File: config.mk
export PLATFORM = sky130hd
export DESIGN_NAME = iter_job_scheduler
export DESIGN_NICKNAME = d
export VERILOG_FILES = /design/src/rtl/iter_job_scheduler.sv
export SDC_FILE = /design/constraint.sdc
export NUM_CORES = 1
export LEC_CHECK = 0
export BUFFER_PORTS_ARGS = -buffer_cell sky130_fd_sc_hd__buf_2
export CORE_MARGIN = 2
export CORE_UTILIZATION = 49
export CTS_CLUSTER_DIAMETER = 60
export DETAILED_ROUTE_END_ITERATION = 8
export PLACE_DENSITY = 0.78
export SYNTH_ARGS = -nofsm -noshare
export SYNTH_HDL_FRONTEND = slang
export SYNTH_SLANG_ARGS = --single-unit
File: constraint.sdc
create_clock -name clk -period 2.25 [get_ports clk]
set_input_delay 0.1125 -clock clk [delete_from_list [all_inputs] [get_ports clk]]
set_output_delay 0.1125 -clock clk [all_outputs]
set_load 0.005 [all_outputs]
File: src/rtl/iter_job_scheduler.sv
// Purpose: round-robin shares one iterative multiply/sum datapath between NUM_REQ requesters and sequences each job.
// Latency: grant decided in the IDLE cycle; READ is cycle 1, done/ack in cycle 3+3N (cycle 3 when N=0), one IDLE cycle between jobs.
// Backpressure: requesters hold level req until their one-cycle ack; req and iter_cnt are only sampled while IDLE.
module iter_job_scheduler #(
    parameter int NUM_REQ = 4,
    parameter int CNT_W   = 4
) (
    input  logic                     clk,
    input  logic                     rst,
    input  logic [NUM_REQ-1:0]       req,
    input  logic [NUM_REQ*CNT_W-1:0] iter_cnt,
    output logic [NUM_REQ-1:0]       gnt,
    output logic [NUM_REQ-1:0]       ack,
    output logic                     read,
    output logic                     ld_y,
    output logic                     slc_y,
    output logic                     mult,
    output logic                     sum,
    output logic                     done,
    output logic                     busy
);

    localparam int PTR_W = (NUM_REQ > 1) ? $clog2(NUM_REQ) : 1;

    localparam logic [2:0] IDLE = 3'd0;
    localparam logic [2:0] READ = 3'd1;
    localparam logic [2:0] LOAD = 3'd2;
    localparam logic [2:0] MULT = 3'd3;
    localparam logic [2:0] SUM  = 3'd4;
    localparam logic [2:0] SEL  = 3'd5;
    localparam logic [2:0] DONE = 3'd6;

    localparam logic [CNT_W-1:0] CNT_ONE  = CNT_W'(1);
    localparam logic [PTR_W-1:0] PTR_LAST = PTR_W'(NUM_REQ - 1);

    logic [2:0]         state;
    logic [2:0]         state_nxt;
    logic [PTR_W-1:0]   ptr;
    logic [PTR_W-1:0]   owner_idx;
    logic [NUM_REQ-1:0] owner_oh;
    logic [CNT_W-1:0]   counter;

    logic               win_vld;
    logic [PTR_W-1:0]   win_idx;
    logic [CNT_W-1:0]   win_cnt;

    // Round-robin search: first pending request at ptr, ptr+1, ... wrapping mod NUM_REQ.
    always_comb begin
        logic [PTR_W:0] cand;
        win_vld = 1'b0;
        win_idx = '0;
        cand    = '0;
        for (int i = 0; i < NUM_REQ; i++) begin
            cand = {1'b0, ptr} + (PTR_W+1)'(i);
            if (cand >= (PTR_W+1)'(NUM_REQ)) begin
                cand = cand - (PTR_W+1)'(NUM_REQ);
            end
            if (!win_vld && req[cand[PTR_W-1:0]]) begin
                win_vld = 1'b1;
                win_idx = cand[PTR_W-1:0];
            end
        end
    end

    // Pick the winner's iteration count out of the packed slice vector.
    always_comb begin
        win_cnt = '0;
        for (int j = 0; j < NUM_REQ; j++) begin
            if (win_idx == PTR_W'(j)) begin
                win_cnt = iter_cnt[j*CNT_W +: CNT_W];
            end
        end
    end

    // Job sequencing: READ, LOAD, then N rounds of MULT/SUM/SEL, then DONE.
    always_comb begin
        state_nxt = state;
        case (state)
            IDLE:    state_nxt = win_vld ? READ : IDLE;
            READ:    state_nxt = LOAD;
            LOAD:    state_nxt = (counter != '0) ? MULT : DONE;
            MULT:    state_nxt = SUM;
            SUM:     state_nxt = SEL;
            SEL:     state_nxt = ((counter - CNT_ONE) != '0) ? MULT : DONE;
            DONE:    state_nxt = IDLE;
            default: state_nxt = IDLE;
        endcase
    end

    // State register; reset aborts any job in flight without an ack.
    always_ff @(posedge clk) begin
        if (rst) begin
            state <= IDLE;
        end else begin
            state <= state_nxt;
        end
    end

    // Owner, iteration counter and round-robin pointer bookkeeping.
    always_ff @(posedge clk) begin
        if (rst) begin
            ptr       <= '0;
            owner_idx <= '0;
            owner_oh  <= '0;
            counter   <= '0;
        end else begin
            case (state)
                IDLE: begin
                    if (win_vld) begin
                        owner_idx <= win_idx;
                        owner_oh  <= NUM_REQ'(1) << win_idx;
                        counter   <= win_cnt;
                    end
                end
                SEL: begin
                    // Never decrement past zero so a max count cannot wrap.
                    if (counter != '0) begin
                        counter <= counter - CNT_ONE;
                    end
                end
                DONE: begin
                    owner_oh <= '0;
                    ptr      <= (owner_idx == PTR_LAST) ? '0 : owner_idx + PTR_W'(1);
                end
                default: ;
            endcase
        end
    end

    // Moore outputs decoded from registered state; owner_oh is zero whenever IDLE.
    assign read  = (state == READ);
    assign ld_y  = (state == LOAD) || (state == SEL);
    assign slc_y = (state == SEL);
    assign mult  = (state == MULT);
    assign sum   = (state == SUM);
    assign done  = (state == DONE);
    assign busy  = (state != IDLE);
    assign gnt   = owner_oh;
    assign ack   = done ? owner_oh : '0;

endmodule

## Word-level counts from Yosys, hierarchy flattened

Index checks and enable logic that the tools add are counted.

- Add/sub/neg operators: 9
- $lt $le $gt $ge: 8
- Equal/unequal tests: 12
- Shift-type cells: 1
- Muxes and demuxes: 35
- Reduce and logical (&&, ||, !) cells: 17

Operator list:

| kind | number |
|---|---|
| $mux W4 | 8 |
| $mux W2 | 9 |
| $pmux W3 S6 | 1 |
| $pmux W4 S2 | 2 |
| $lt A2 B3 Y1 const B | 4 |
| $eq A3 B3 Y1 const B | 3 |
| $ge A3 B3 Y1 const B | 3 |
| $mux W1 | 9 |
| $bmux W1 S2 | 4 |
| $reduce_bool A4 Y1 | 2 |
| $sub A2 B1 Y2 const B | 4 |
| $add A2 B2 Y3 const B | 2 |
| $eq A2 B2 Y1 const B | 3 |
| $eq A3 B2 Y1 const B | 2 |
| $mux W3 | 2 |
| $reduce_and A2 Y1 | 2 |
| $reduce_bool A2 Y1 | 2 |
| $shl A1 B2 Y4 const A | 1 |
| $sub A4 B1 Y4 const B | 1 |
| $add A2 B1 Y3 const B | 1 |
| $eq A3 B1 Y1 const B | 1 |
| $ge A2 B3 Y1 const B | 1 |
| $logic_and A1 B1 Y1 | 3 |
| $logic_not A1 Y1 | 3 |
| 9 further kinds | 9 |

- Bits in registers: 15
- Output and inout bits: 15

## Logic depth before layout (Yosys ltp)

- Depth after elaboration: 21
- Gate-level depth with buffers: 7
- Gate-level depth less buffers: 7

## Worst setup path after synthesis

No wires, ideal clock.

- Path kind: register to register
- Start point: reg state[2]
- End point: reg counter[2]
- Setup time: 134 ps
- Arrival: 1642 ps
- Data required time: 2116 ps
- Setup slack: 474 ps
- Stages on the path, launching flop included: 8
- Period minus slack after synthesis: 1776 ps
- Cell sequence: dfxtp_1 -> buf_6 -> or3_4 -> or2_1 -> buf_6 -> a221o_1 -> a21oi_2 -> a2111oi_2

- Longest elaborated chain between the ends: 3
- Elaborated cells between the ends (all ways): 7
- Those cells by class: 3 x eq/ne; 1 x mux; 3 x reduce/logical

RTL lines:

| element | line | source |
|---|---|---|
| start: declaration | 36 | `logic [2:0] state;` |
| start signal: assignment | 95 | `state <= state_nxt;` |
| $eq A3 B3 Y1 or $logic_not A3 Y1 (tied branches) | 107 | `case (state)` |
| $ne A2 B1 Y1 (no source line), or another cell as far along | -- |  |
| $reduce_and A3 Y1 (no source line) | -- |  |
| end signal: assignment | 112 | `counter <= win_cnt;` |
| end signal: assignment | 118 | `counter <= counter - CNT_ONE;` |
| end: declaration | 41 | `logic [CNT_W-1:0] counter;` |

Parallel ways exist; a longest one is shown, timed or not.
A chain may end at the register's enable or synchronous reset.

## Worst setup path in the final report

- Start point: reg counter[0]
- End point: reg counter[3]

- Longest elaborated chain between the ends: 3
- Elaborated cells between the ends (all ways): 6
- Those cells by class: 1 x add/sub; 1 x eq/ne; 2 x mux; 2 x reduce/logical

RTL lines:

| element | line |
|---|---|
| $sub A4 B1 Y4 or $reduce_bool A4 Y1 (tied branches) | 118, 117 |
| $mux W4 or $ne A2 B1 Y1 (tied branches) | -- |
| $pmux W4 S2 or $reduce_and A3 Y1 (tied branches) | -- |

Parallel ways exist; a longest one is shown, timed or not. The select of a mux whose other input is x is not followed.

==> impl_metrics.yaml <==
clock_tree:
  clkTransAtPathRegs_ps: 100
  ctsLongestPathBuffers: 2
  worstSkewPairLatency_ps: 300
  cts-root-buf: "sky130_fd_sc_hd__clkbuf_4"
  postCtsHoldBufs: 0
  numCtsBuffers: 3
  cts.repair.resized: 0
  clock_sink_count: 15
  cts_tree: "done"
  post_cts_buffers: 0
  cts-htree-levels: 1
logic_synthesis:
  cell_type_with_the_largest_total_area_after_synthesis: "sky130_fd_sc_hd__dfxtp_1"
  synth.area.top_cells: "sky130_fd_sc_hd__dfxtp_1, sky130_fd_sc_hd__a21oi_1, sky130_fd_sc_hd__o21ai_0"
  synthCells: 146
  synth_enable_flop_cells: 0
  synth-seq-area-share_pct: 27.2
  ys_async_sr_fraction_pct: 0
  synth_area_per_cell_sq_um: 7.56
  synth.ff_latch_count: 15
  syn-cell-area_sq_um: 1100
  yosys_warnings: 0
  synthesis.nets: 171
  synth_cell_types: 44
  yosys.area.top_type_share_pct: 27.2
  postSynth.topFlopCell: "sky130_fd_sc_hd__dfxtp_1"
floorplan:
  dieHeight_um: 51.5
  io_pins: 37
  die_w_um: 51.5
  initial_utilization_pct: 50.9
  row_cnt: 17
  fp.coreArea_sq_um: 2170
  die_area_sq_um: 2650
global_routing:
  grt_first_pass_wirelength_um: 4770
  grt_overflow: 0
  initial_antenna_violation_count: 0
  globalRouteTotalUtil_pct: 23.6
  grt_max_degree: 18
  grt_pass1_vias: 1135
final_layout:
  area.growth.synth_to_final_pct: 20.3
  layout.cell_area.non_filler_sq_um: 1330
  layout.core_utilization_pct: 61.2
  finalNetCount: 208
  num_antenna_cells: 0
  final_layout_size_suffix_gt1_share_pct: 26.4
  finalNonFillerCells: 210
setup_path:
  critical_path.endpoint_type: "flip-flop"
  r2r_slack_ps: 320
  worst_r2r_startpoint: "counter[0]$_SDFFE_PP0P_"
  crit_type: "reg -> reg"
  timing.critical_path.fanout_max: 4
  reg2regPathDepth: 7
  critPathRequiredTime_ps: 2430
  timing.critical_path.arrival_ps: 2110
  startpoint_type: "flip-flop"
  end_of_the_worst_register_to_register_path: "counter[3]$_SDFFE_PP0P_"
routing:
  drt-pass1-iter-count: 4
  post_detailed_route_drc_marker_count: 0
  drtIter0Drc: 26
  total_number_of_vias: 1230
  routed_wl_um: 2920
  route.antenna.remaining_nets: 0
  wire_per_inst_um: 13.9
  avgViaCountPerCell: 5.86
flow_run:
  maxCapViolations: 0
hold_path:
  hold_end: "counter[1]$_SDFFE_PP0P_"
  hold_path_class: "in -> reg"
  hold_path_startpoint: "iter_cnt[5]"
  hold_path_depth: 3
place:
  detailed_place_hpwl_um: 2260
  dpl-instance-area_sq_um: 1300
  numPortBuffers: 36
  gp_routability_congestion: 0.768
  dp_cells: 206
power:
  peakVddDrop_v: 0.000464
  total_leakage_power_nw: 0.619
  sum_of_internal_switching_and_leakage_power_w: 0.000892
  pwr_density_cell_nw_per_um2: 672
timing:
  fin_crit_ps: 1930
  report.final.setup_viol: 0
  fin_crit_sh_pct: 85.7
  timing_hold_violations_final: 0
  timing.setup.tns_ps: 0
  tightestPinTransition_ps: 468
  maxClockFrequency_mhz: 518
  finClkSkew_ps: 7.14
  max_slew_headroom_pct: 68.6
  final_max_slew_viol_count: 0
  grt_setup_unrepaired: "no"
status:
  run_status: "finished clean"
==> cells in the final DEF (no fill, tap or decap), types with 3 or more instances in the layout <==
master and n:
sky130_fd_sc_hd__and3_1 5, sky130_fd_sc_hd__o21ai_0 9, sky130_fd_sc_hd__a21boi_0 3, sky130_fd_sc_hd__nor2b_1 5, sky130_fd_sc_hd__nor2_1 12, sky130_fd_sc_hd__ha_1 3, sky130_fd_sc_hd__and2_1 4, sky130_fd_sc_hd__buf_2 36
sky130_fd_sc_hd__o21bai_1 3, sky130_fd_sc_hd__nor3_1 4, sky130_fd_sc_hd__inv_1 7, sky130_fd_sc_hd__nand2_1 9, sky130_fd_sc_hd__a21oi_1 16, sky130_fd_sc_hd__clkbuf_4 3, sky130_fd_sc_hd__nand3_1 8, sky130_fd_sc_hd__dfxtp_1 15
sky130_fd_sc_hd__buf_4 3
==> flip-flops by register name, summed over array words and instances (netlist names) <==
signal	cells
counter	4
gnt	4
owner_idx	2
ptr	2
state	3
==> metrics by stage <==
step                      hold WS [ps]  setup slack, ps
after floorplan                    321              474
after global placement             418              403
after detailed placement           423              350
after CTS                          109              342
after global routing               154              216
final                              106              321
==> layout make-up <==
type                            instances  area (sq um)
Clock buffer                            3          22.5
Tap cell                               28          35.0
Timing Repair Buffer                   39           203
Inverter                                7          26.3
Multi-Input combinational cell        117           736
Clock inverter                          1          5.00
Sequential cell                        15           300
Fill cell                             213           842
==> worst max-delay path, cell delays in order, from the launching register on <==
cell and delay (ps):
sky130_fd_sc_hd__dfxtp_1 400, sky130_fd_sc_hd__inv_1 90, sky130_fd_sc_hd__ha_1 240, sky130_fd_sc_hd__nor3b_1 160, sky130_fd_sc_hd__o22ai_1 300, sky130_fd_sc_hd__a21boi_0 360, sky130_fd_sc_hd__o31a_1 210, sky130_fd_sc_hd__a311oi_1 50
==> how the worst max path moves through the flow <==
stage / from / endpoint / slack, ps / cells after the start
finish: counter[0]$_SDFFE_PP0P_ / counter[3]$_SDFFE_PP0P_ / 320 / 7
global route: counter[0]$_SDFFE_PP0P_ / counter[3]$_SDFFE_PP0P_ / 220 / 7
CTS: state[1]$_SDFF_PP0_ / counter[2]$_SDFFE_PP0P_ / 340 / 5
detailed placement: state[1]$_SDFF_PP0_ / counter[2]$_SDFFE_PP0P_ / 350 / 5
global placement: state[1]$_SDFF_PP0_ / counter[2]$_SDFFE_PP0P_ / 400 / 5
floorplan: state[2]$_SDFF_PP0_ / counter[2]$_SDFFE_PP0P_ / 470 / 7
==> kinds of logic after synthesis <==
group | share of synthesized area [%]
AOI/OAI and AO/OA | 33.0
adders and majority gates | 3.40
buffers and inverters | 6.12
and+or+nand+nor | 28.6
xor gates and xnor gates | 0.794
muxes | 0.907
DFF | 27.2
==> Yosys cell counts, types with 2 or more instances <==
cell type / count
sky130_fd_sc_hd__o22ai_1: 2
sky130_fd_sc_hd__o21bai_1: 3
sky130_fd_sc_hd__nor3b_1: 2
sky130_fd_sc_hd__buf_6: 2
sky130_fd_sc_hd__nand3b_1: 2
sky130_fd_sc_hd__nand2_1: 9
sky130_fd_sc_hd__and3_1: 5
sky130_fd_sc_hd__clkbuf_1: 4
sky130_fd_sc_hd__dfxtp_1: 15
sky130_fd_sc_hd__o211ai_1: 2
sky130_fd_sc_hd__inv_1: 7
sky130_fd_sc_hd__and2_1: 4
sky130_fd_sc_hd__o221ai_1: 2
sky130_fd_sc_hd__a21oi_1: 16
sky130_fd_sc_hd__o21a_1: 2
sky130_fd_sc_hd__o211a_1: 2
sky130_fd_sc_hd__a21boi_0: 3
sky130_fd_sc_hd__nor2b_1: 5
sky130_fd_sc_hd__nand3_1: 8
sky130_fd_sc_hd__ha_1: 3
sky130_fd_sc_hd__nor3_1: 4
sky130_fd_sc_hd__a211oi_1: 2
sky130_fd_sc_hd__o21ai_0: 9
sky130_fd_sc_hd__nor2_1: 12
sky130_fd_sc_hd__nand2b_1: 2
==> layer usage <==
layer | vias up | track usage (%) | wire length [um]
li1 | 613 | - | -
met1 | 554 | 27.7 | 1260
met2 | 58 | 40.8 | 1390
met3 | 5 | 3.51 | 220
met4 | 0 | 12.7 | 53
met5 | - | 0 | 0
==> power breakdown <==
part	switching (W)	leakage (nW)	total, W	internal (W)
registers	0.0000500	0.123	0.000353	0.000303
logic	0.000201	0.479	0.000375	0.000174
clock network	0.0000975	0.0177	0.000164	0.0000664
total	0.000348	0.619	0.000892	0.000543
Power figures use the tool's default switching activity.
